$ cat src/rtl/ps2_key_fifo.sv
// Keyboard event FIFO: captures toggle-strobed PS/2 key events and exposes
// them to a CPU through a data port and a status/control port.
module ps2_key_fifo #(
  parameter int DEPTH   = 16,
  parameter int CNT_SAT = 15
) (
  input  logic        clk_sys,
  input  logic        reset,
  input  logic [10:0] ps2_key,
  input  logic        cpu_addr,
  input  logic        cpu_rd,
  input  logic        cpu_wr,
  input  logic [7:0]  cpu_din,
  output logic [7:0]  cpu_dout,
  output logic        key_ready,
  output logic        overflow
);
  localparam int AW = $clog2(DEPTH);
  localparam int CW = AW + 1;

  logic [9:0]    mem_q [DEPTH];
  logic          tog_q, arm_q, ovf_q, ovf_d, rdy_q;
  logic [AW-1:0] rptr_q, rptr_d, wptr_q, wptr_d, waddr;
  logic [CW-1:0] cnt_q, cnt_d;
  logic [7:0]    dout_q, dout_d, status;
  logic [9:0]    head;
  logic [3:0]    cnt_sat;
  logic          push, pop, empty, full, flush, ovf_clr, ovf_set, accept, wen;
  logic          unused_din;

  assign unused_din = ^cpu_din[5:0];

  assign head    = mem_q[rptr_q];
  assign empty   = (cnt_q == '0);
  assign full    = (cnt_q == CW'(DEPTH));
  assign push    = arm_q && (ps2_key[10] != tog_q);
  assign pop     = cpu_rd && !cpu_addr && !empty;
  assign flush   = cpu_wr && cpu_addr && cpu_din[7];
  assign ovf_clr = cpu_wr && cpu_addr && cpu_din[6];
  // A full FIFO still accepts a push when a pop frees a slot in the same cycle.
  assign accept  = push && (!full || pop);
  assign ovf_set = push && full && !pop && !flush;
  assign wen     = flush ? push : accept;
  assign waddr   = flush ? '0 : wptr_q;

  always_comb begin
    cnt_sat = (int'(cnt_q) > CNT_SAT) ? 4'(CNT_SAT) : 4'(cnt_q);
    status  = {!empty, ovf_q, !empty & head[9], !empty & head[8], cnt_sat};
  end

  always_comb begin
    rptr_d = rptr_q;
    wptr_d = wptr_q;
    cnt_d  = cnt_q;
    dout_d = dout_q;
    ovf_d  = ovf_q;
    if (flush) begin
      // Flush wins over everything queued; a coincident push survives alone.
      rptr_d = '0;
      wptr_d = push ? AW'(1) : '0;
      cnt_d  = push ? CW'(1) : '0;
    end else begin
      wptr_d = wptr_q + AW'(accept);
      rptr_d = rptr_q + AW'(pop);
      cnt_d  = cnt_q + CW'(accept) - CW'(pop);
    end
    if (ovf_set)      ovf_d = 1'b1;
    else if (ovf_clr) ovf_d = 1'b0;
    if (cpu_rd) dout_d = cpu_addr ? status : (empty ? 8'h00 : head[7:0]);
  end

  always_ff @(posedge clk_sys) begin
    if (reset) begin
      tog_q  <= ps2_key[10];
      arm_q  <= 1'b0;
      rptr_q <= '0;
      wptr_q <= '0;
      cnt_q  <= '0;
      ovf_q  <= 1'b0;
      rdy_q  <= 1'b0;
      dout_q <= 8'h00;
    end else begin
      tog_q  <= ps2_key[10];
      arm_q  <= 1'b1;
      rptr_q <= rptr_d;
      wptr_q <= wptr_d;
      cnt_q  <= cnt_d;
      ovf_q  <= ovf_d;
      rdy_q  <= (cnt_d != '0);
      dout_q <= dout_d;
    end
  end

  always_ff @(posedge clk_sys) begin
    if (wen) mem_q[waddr] <= ps2_key[9:0];
  end

  assign cpu_dout  = dout_q;
  assign key_ready = rdy_q;
  assign overflow  = ovf_q;
endmodule

$ cat config.mk
export PLATFORM = sky130hd
export DESIGN_NAME = ps2_key_fifo
export DESIGN_NICKNAME = d
export VERILOG_FILES = /design/src/rtl/ps2_key_fifo.sv
export SDC_FILE = /design/constraint.sdc
export NUM_CORES = 1
export LEC_CHECK = 0
export ABC_AREA = 1
export BUFFER_PORTS_ARGS = -buffer_cell sky130_fd_sc_hd__buf_2
export CORE_MARGIN = 2
export CORE_UTILIZATION = 50
export DETAILED_ROUTE_END_ITERATION = 8
export PLACE_DENSITY = 0.65
export SYNTH_ARGS = -nofsm -noshare
export SYNTH_HDL_FRONTEND = slang
export SYNTH_SLANG_ARGS = --single-unit
$ cat constraint.sdc
create_clock -name clk_sys -period 2.68 [get_ports clk_sys]
set_input_delay 0.402 -clock clk_sys [delete_from_list [all_inputs] [get_ports clk_sys]]
set_output_delay 0.402 -clock clk_sys [all_outputs]
set_load 0.01 [all_outputs]
==> Word level (Yosys, flattened, before mapping) <==
Memory sizes are Yosys's and may differ from the RTL's. A register that Yosys moved wholly into a read port is not among the register bits.
Cells that the tools add are included.
Widths: inputs -> output; s select.
{ "totals": {"wordCells": 53, "mem_count": 1, "inputBits": 24, "regBits": 25, "ram_bits": 160} }
{ "op_classes": {"muxes": 15, "bitwise": 2, "add_sub_neg": 4, "eq_ne": 2, "order_cmp": 1, "reduce_logical": 20} }
{ "mem_list": {"columns": ["name", "words", "width", "rd", "rd_ports_with_merged_regs", "write_ports", "line_no", "text"], "rows": [
  ["mem_q", 16, 10, 1, 1, 1, "21", "logic [9:0] mem_q [DEPTH];"]
]} }
{ "ops": {"columns": ["operator", "count"], "rows": [
  ["$mux 4", 4],
  ["$mux 8", 2],
  ["$logic_and 1x1->1", 10],
  ["$add 4x1->4", 2],
  ["$mux 1", 8],
  ["$add 5x1->5", 1],
  ["$eq 5x5->1 const B", 1],
  ["$gt 5x4->1 const B", 1],
  ["$logic_not 1->1", 5],
  ["$logic_not 5->1", 1],
  ["$mux 5", 1],
  ["$reduce_bool 5->1", 1],
  ["$sub 5x1->5", 1],
  ["$and 1x1->1", 2],
  ["$reduce_bool 2->1", 1],
  ["$reduce_or 2->1", 1],
  ["$logic_or 1x1->1", 1],
  ["$ne 1x1->1", 1]
]} }

==> Longest topological paths before layout <==
Gate-level depths: netlist of the first run.
{ "depth": {"depth_word": 9, "ltp_mapped": 23} }

==> Least setup slack after synthesis of the first run <==
No wires, ideal clock.
{ "synth_timing": {"path_type": "reg2reg", "from": "register cnt_q[2]", "to": "register rdy_q, in the netlist key_ready", "path_stages_with_launch": 24, "arrival_time_ns": 2.377, "slack_ns": 0.241, "path_cell_list": "dfxtp_1 -> inv_1 -> ha_1 -> nand2_1 -> nor2_1 -> nand2_1 -> nand3_1 -> nand3_1 -> nand2_1 -> inv_1 -> nand2_1 -> nand2_1 -> ha_1 -> inv_1 -> fa_1 -> inv_1 -> nand2_1 -> inv_1 -> o21ai_0 -> nand2_1 -> nor2_1 -> nor3_1 -> nand2_1 -> nand3_1"} }
{ "synth_via": {"elab_chain_cells": 9, "word_cells_on_any_way": 11} }
{ "synth_lines": {"columns": ["element", "line_no", "text"], "rows": [
  ["from (decl)", "24", "logic [CW-1:0] cnt_q, cnt_d;"],
  ["from (signal assigned)", "87", "cnt_q <= cnt_d;"],
  ["$logic_not 5->1", "34", "assign empty = (cnt_q == '0);"],
  ["$logic_not 1->1", "37", "assign pop = cpu_rd && !cpu_addr && !empty;"],
  ["$logic_and 1x1->1", "37", null],
  ["$logic_or 1x1->1", "41", "assign accept = push && (!full || pop);"],
  ["$logic_and 1x1->1", "41", null],
  ["$add 5x1->5", "65", "cnt_d = cnt_q + CW'(accept) - CW'(pop);"],
  ["$sub 5x1->5 *", "65", null],
  ["$mux 5 *", "57", "if (flush) begin"],
  ["$reduce_bool 5->1 *", "89", "rdy_q <= (cnt_d != '0);"],
  ["to (signal assigned)", "89", null],
  ["to (decl)", "22", "logic tog_q, arm_q, ovf_q, ovf_d, rdy_q;"]
]} }
Mark *: on every way between the ends. The rest lies on a longest branch, timed or not.
A chain may end at the register's enable or synchronous reset.

==> Worst setup path in the final report of the first run <==
Ends and elaborated chain as after synthesis.

==> results of run 1 <==
[flip-flops by register name, indices dropped and copies added (netlist names)]
name       cells
arm_q          1
cnt_q          5
cpu_dout       8
key_ready      1
mem_q        160
overflow       1
rptr_q         4
tog_q          1
wptr_q         4
[stage by stage]
stage | cells | setup slack (ns) | power (W) | util | TNS, ns
after floorplan | 739 | 0.241 | 0.00412 | - | 0
after global placement | 978 | 0.0891 | 0.00438 | 0.544 | 0
after detailed placement | 978 | -0.0266 | 0.00442 | 0.544 | -0.0331
after CTS | 1010 | 0.0327 | 0.00679 | 0.581 | 0
after global routing | 1013 | -0.00366 | 0.00716 | 0.585 | -0.00366
final | 1013 | 0.192 | 0.00685 | 0.585 | 0
[path summary, 6_finish.rpt]
check,to,slack [ns],depth (start not counted)
setup / recovery,key_ready,0.19,21
hold reg to reg,cpu_dout[7],0.47,2
hold / removal,tog_q,0.10,1
setup reg to reg,key_ready,0.19,21
[cell type report]
class	count	area share
well taps	211	0.0296
repair buffers	63	0.0468
multi-input cells	465	0.242
inverters	57	0.0240
clock inverters	14	0.0148
flip-flops and latches	185	0.594
clock buffers	18	0.0480
[kinds of logic (layout without fill, tap and decap cells)]
family / Yosys count / count (layout) / share of synthesized area
AND/OR/NAND/NOR: 381 / 381 / 0.200
flip-flops: 185 / 185 / 0.676
buffers and inverters: 89 / 152 / 0.0537
AO/OA/AOI/OAI: 68 / 68 / 0.0454
adder cells (fa/ha/maj): 14 / 14 / 0.0233
XOR/XNOR: 2 / 2 / 0.00223
[power breakdown]
part	internal, W	switching, W
combinational	0.000404	0.000788
sequential	0.00323	0.0000531
clock	0.00136	0.00102
[metal layers]
layer / wire (um) / share of wire / vias up
met5: 0 / 0 / -
met1: 7560 / 0.43 / 2566
met2: 8490 / 0.49 / 186
li1: - / - / 2602
met4: 381 / 0.022 / 0
met3: 1030 / 0.059 / 21
[cells in the final DEF (no fill, tap or decap), types with 17 or more instances in the layout]
| cell type | synthesis | routed |
|---|---|---|
| buf_2 | 7 | 27 |
| buf_4 | 3 | 35 |
| clkbuf_16 | 0 | 17 |
| dfxtp_1 | 25 | 21 |
| edfxtp_1 | 160 | 160 |
| inv_1 | 53 | 49 |
| nand2_1 | 163 | 161 |
| nand3_1 | 97 | 95 |
| nor2_1 | 115 | 113 |
| o21ai_0 | 39 | 38 |
[repair_timing]
item / CTS / global route
pin swaps: 0 / 3
endpoints found under the setup margin: 2 / 2
setup buffers: 0 / 3
resized for setup: 2 / 17
==> results.cfg, run 1 <==
[synth]
ys_seq_elements = 185
yosysMostFrequentCell = nand2_1
ys_seq_area_frac = 0.676
synth_top_area_frac = 0.612
synth_commonest_cells = nand2_1, edfxtp_1, nor2_1
synth-edff-count = 160
syn_area_mm2 = 0.00785
yosysWarnings = 0
yosys.cell_types.count = 25
synth_top_cells_by_area = edfxtp_1, nand2_1, dfxtp_1
async_flop_share = 0
syn_avg_cell_area_um2 = 10.6
synth_flop_cell = edfxtp_1
synth_top_area_cell = edfxtp_1
synthCells = 739
syn_nets = 777

[power_and_ir_drop]
p_leak_nw = 3.48
peakVddDrop_uv = 482
powerDensity_mw_per_mm2 = 767

[grt]
grt_pass1_vias = 5010
busiest_layer = met2
grt_overflow_total = 0
grt_max_degree = 87
grt_util_met3 = 0.0376
gr-usage-all-layers = 0.225
met2_usage = 0.364
grt_first_pass_wirelength_um = 27500
grtUsageMet1 = 0.303
antenna_found_initial = 0

[clock_network]
root_buffer = clkbuf_16
holdBufCountCts = 0
clkTransAtPathRegs_ns = 0.06
ctsHtreeMaxLevel = 4
cts_buffers = 17
cts_tree = yes
clk_path_buf_depth = 2
cts_sinks = 185
clk_latency_ns = 0.43

[sta]
setup_viol = 0
tightest_slew_ns = 0.755
whs_ns = 0.102
slew_violations = 0
fmax_mhz = 402
fin_crit_ns = 2.49
finalCritPeriodShare = 0.928
final.setup_skew_ns = 0.00620
hold_viol = 0
slew_headroom = 0.494

[setup_path]
worstSetupEndpointType = register
path_cells = inv_2, ha_2, nand2_1, nor2_2, nand2_2, nand3_4, nand3_2, nand2_2, inv_2, nand2_1, nand2_1, ha_2, inv_1, fa_1, inv_1, nand2_1, inv_2, buf_4, o21ai_0, a21oi_1, nand3_1
path_buf_inv = 6
crit_slowest_cell = fa_1
crit_path_start = cnt_q[2]
crit_fanout = 3
cpMostUsedCell = nand2_1
path_class = register to register
worstPathArrival_ns = 2.80
crit_family = simple AND/OR/NAND/NOR gates
rr_startpoint = cnt_q[2]
critPathMaxStageDelay_ns = 0.35
cp-start-kind = register
worstPathRequired_ns = 2.99

[final_layout]
nets = 827
multi_input_area_mm2 = 0.00216
seq_area_mm2 = 0.00531
final_area_mm2 = 0.00893
diodes = 0
syn_to_final_growth_pct = 13.8
fillers = 1262
drive_above_1_share = 0.141

[drt]
drtPass1Iterations = 5
drt_iter0_markers = 592
ant_nets = 0
avgViaCountPerCell = 5.31
wirelength_um = 17500
dr_total_vias = 5375
drc = 0
routedWlPerCell_um = 17.2

[place]
gp_congestion = 0.872
portBuffers = 27
place_hpwl_um = 10800
placed_cell_area_mm2 = 0.00830

[outcome]
status = finished clean

[die]
fp.dieH_um = 129
dieArea_mm2 = 0.0167
start_util = 0.515
io_pins = 34
die_w_um = 129
row_count = 45
core_area_mm2 = 0.0153

[worst_hold_path]
hold_path.class = input pin to register
hold_start = ps2_key[10]

[run]
maxCapViolations = 0
No activity file was read; power rests on OpenSTA's default activity.
==> run 2: changes to the inputs <==
==> constraint.sdc (replaced) <==
create_clock -name clk_sys -period 2.68 [get_ports clk_sys]
set_input_delay 0.536 -clock clk_sys [delete_from_list [all_inputs] [get_ports clk_sys]]
set_output_delay 0.536 -clock clk_sys [all_outputs]
set_load 0.01 [all_outputs]
==> results.cfg, run 2 (synthesized netlist as in run 1, its figures left out) <==
[sta]
setup_viol = 0
fin_crit_ns = 2.48
slew_violations = 0
whs_ns = 0.232
setup_slack_ns = 0.203
fmax_mhz = 404
tightest_slew_ns = 0.906
slew_headroom = 0.396
hold_viol = 0
final.setup_skew_ns = 0.00956
finalCritPeriodShare = 0.924

[clock_network]
clk_path_buf_depth = 2
cts_sinks = 185
cts_buffers = 17
cts_tree = yes
root_buffer = clkbuf_16
holdBufCountCts = 0
ctsHtreeMaxLevel = 4
clkTransAtPathRegs_ns = 0.07
clk_latency_ns = 0.43

[power_and_ir_drop]
peakVddDrop_uv = 470
total_power_w = 0.00706
seqPwrFrac = 0.464
switchingPower_w = 0.00186
p_int_w = 0.00520
powerDensity_mw_per_mm2 = 784
p_leak_nw = 3.51
p_clk_frac = 0.366
combPwrFrac = 0.170
switching_share = 0.263

[place]
dp.cells = 980
place_hpwl_um = 10500
placed_cell_area_mm2 = 0.00832
gp_congestion = 0.864
preCtsSetupSlack_ns = -0.0214
portBuffers = 27

[drt]
met2_length_um = 8570
wirelength_um = 17600
dr_total_vias = 5418
top_layer = met4
drtPass1Iterations = 5
routedWlPerCell_um = 17.3
drt_iter0_markers = 648
drc = 0
avgViaCountPerCell = 5.32
wl_met3_um = 1050
ant_nets = 0
m1WireLength_um = 7820

[setup_path]
cp-start-kind = register
worstSetupEndpointType = register
worstPathArrival_ns = 2.85
crit_fanout = 3
worstPathRequired_ns = 3.05
path_class = register to register

[grt]
grt_first_pass_wirelength_um = 27400
grt_max_degree = 87
gr-usage-all-layers = 0.222
grt_pass1_vias = 5177
grt_overflow_total = 0
antenna_found_initial = 0

[die]
fp.dieH_um = 129
dieArea_mm2 = 0.0167
io_pins = 34
die_w_um = 129
core_area_mm2 = 0.0153
start_util = 0.515
row_count = 45

[final_layout]
mostFrequentLayoutCells = nand2_1, edfxtp_1, nor2_1
largest_reg_flops = 160
drive_above_1_share = 0.143
final_common_cell = nand2_1
diodes = 0
nets = 832
top_register = mem_q
fin_cells = 1018
final_area_mm2 = 0.00900
syn_to_final_growth_pct = 14.6

[outcome]
status = finished clean

[run]
maxCapViolations = 0

[worst_hold_path]
hold_path.class = input pin to register
[run 2: through the flow]
| step | util | TNS, ns |
|---|---|---|
| 2_1_floorplan | - | 0 |
| 3_3_place_gp | 0.545 | 0 |
| 3_5_place_dp | 0.545 | -0.0231 |
| 4_1_cts | 0.585 | 0 |
| 5_1_grt | 0.590 | -0.0932 |
| 6_report | 0.590 | 0 |
[run 2: timing repair]
item | CTS | global route
gates resized for setup | 1 | 15
pin swaps | 0 | 4
endpoints found under the setup margin | 2 | 2
setup buffers | 0 | 6
[run 2: metal layers]
metal | global-route usage | up-vias
met2 | 0.363 | 186
met4 | 0.0774 | 0
li1 | - | 2613
met5 | 0 | -
met1 | 0.301 | 2607
met3 | 0.0438 | 12
[run 2: path summary, 6_finish.rpt]
kind | startpoint | cells past startpoint | slack [ns] | endpoint
setup / recovery | cnt_q[3] | 21 | 0.20 | key_ready
hold reg to reg | cpu_dout[7] | 2 | 0.49 | cpu_dout[7]
hold / removal | ps2_key[10] | 1 | 0.23 | tog_q
setup reg to reg | cnt_q[3] | 21 | 0.20 | key_ready
[run 2: critical path: stages, from the launching register on]
cell and delay, ns:
dfxtp_2 0.35, inv_2 0.04, ha_2 0.15, nand2_1 0.05
nor2_1 0.05, nand2_1 0.10, nand3_2 0.10, nor2_1 0.15
inv_1 0.09, nand2_1 0.08, ha_2 0.18, inv_2 0.04
fa_2 0.35, inv_2 0.06, nand2_1 0.05, inv_2 0.06
o21ai_2 0.06, nand2_1 0.07, nor2_1 0.04, nor3_1 0.18
nand2_1 0.09, nand3_1 0.07
[run 2: layout make-up]
type                    count  area [um2]
repair buffers             68         455
clock buffers              20         437
clock inverters            12         173
flip-flops and latches    185        5310
well taps                 211         264
multi-input cells         465        2150
inverters                  57         214
fillers                  1248        6260
[run 2: power groups by stage]
stage          registers (W)  clock network, W  logic [W]
4_1_cts              0.00327           0.00261    0.00111
3_5_place_dp         0.00333                 0    0.00110
5_1_grt              0.00328           0.00272    0.00136
2_1_floorplan        0.00334                 0   0.000773
6_report             0.00328           0.00258    0.00120
3_3_place_gp         0.00333                 0    0.00107
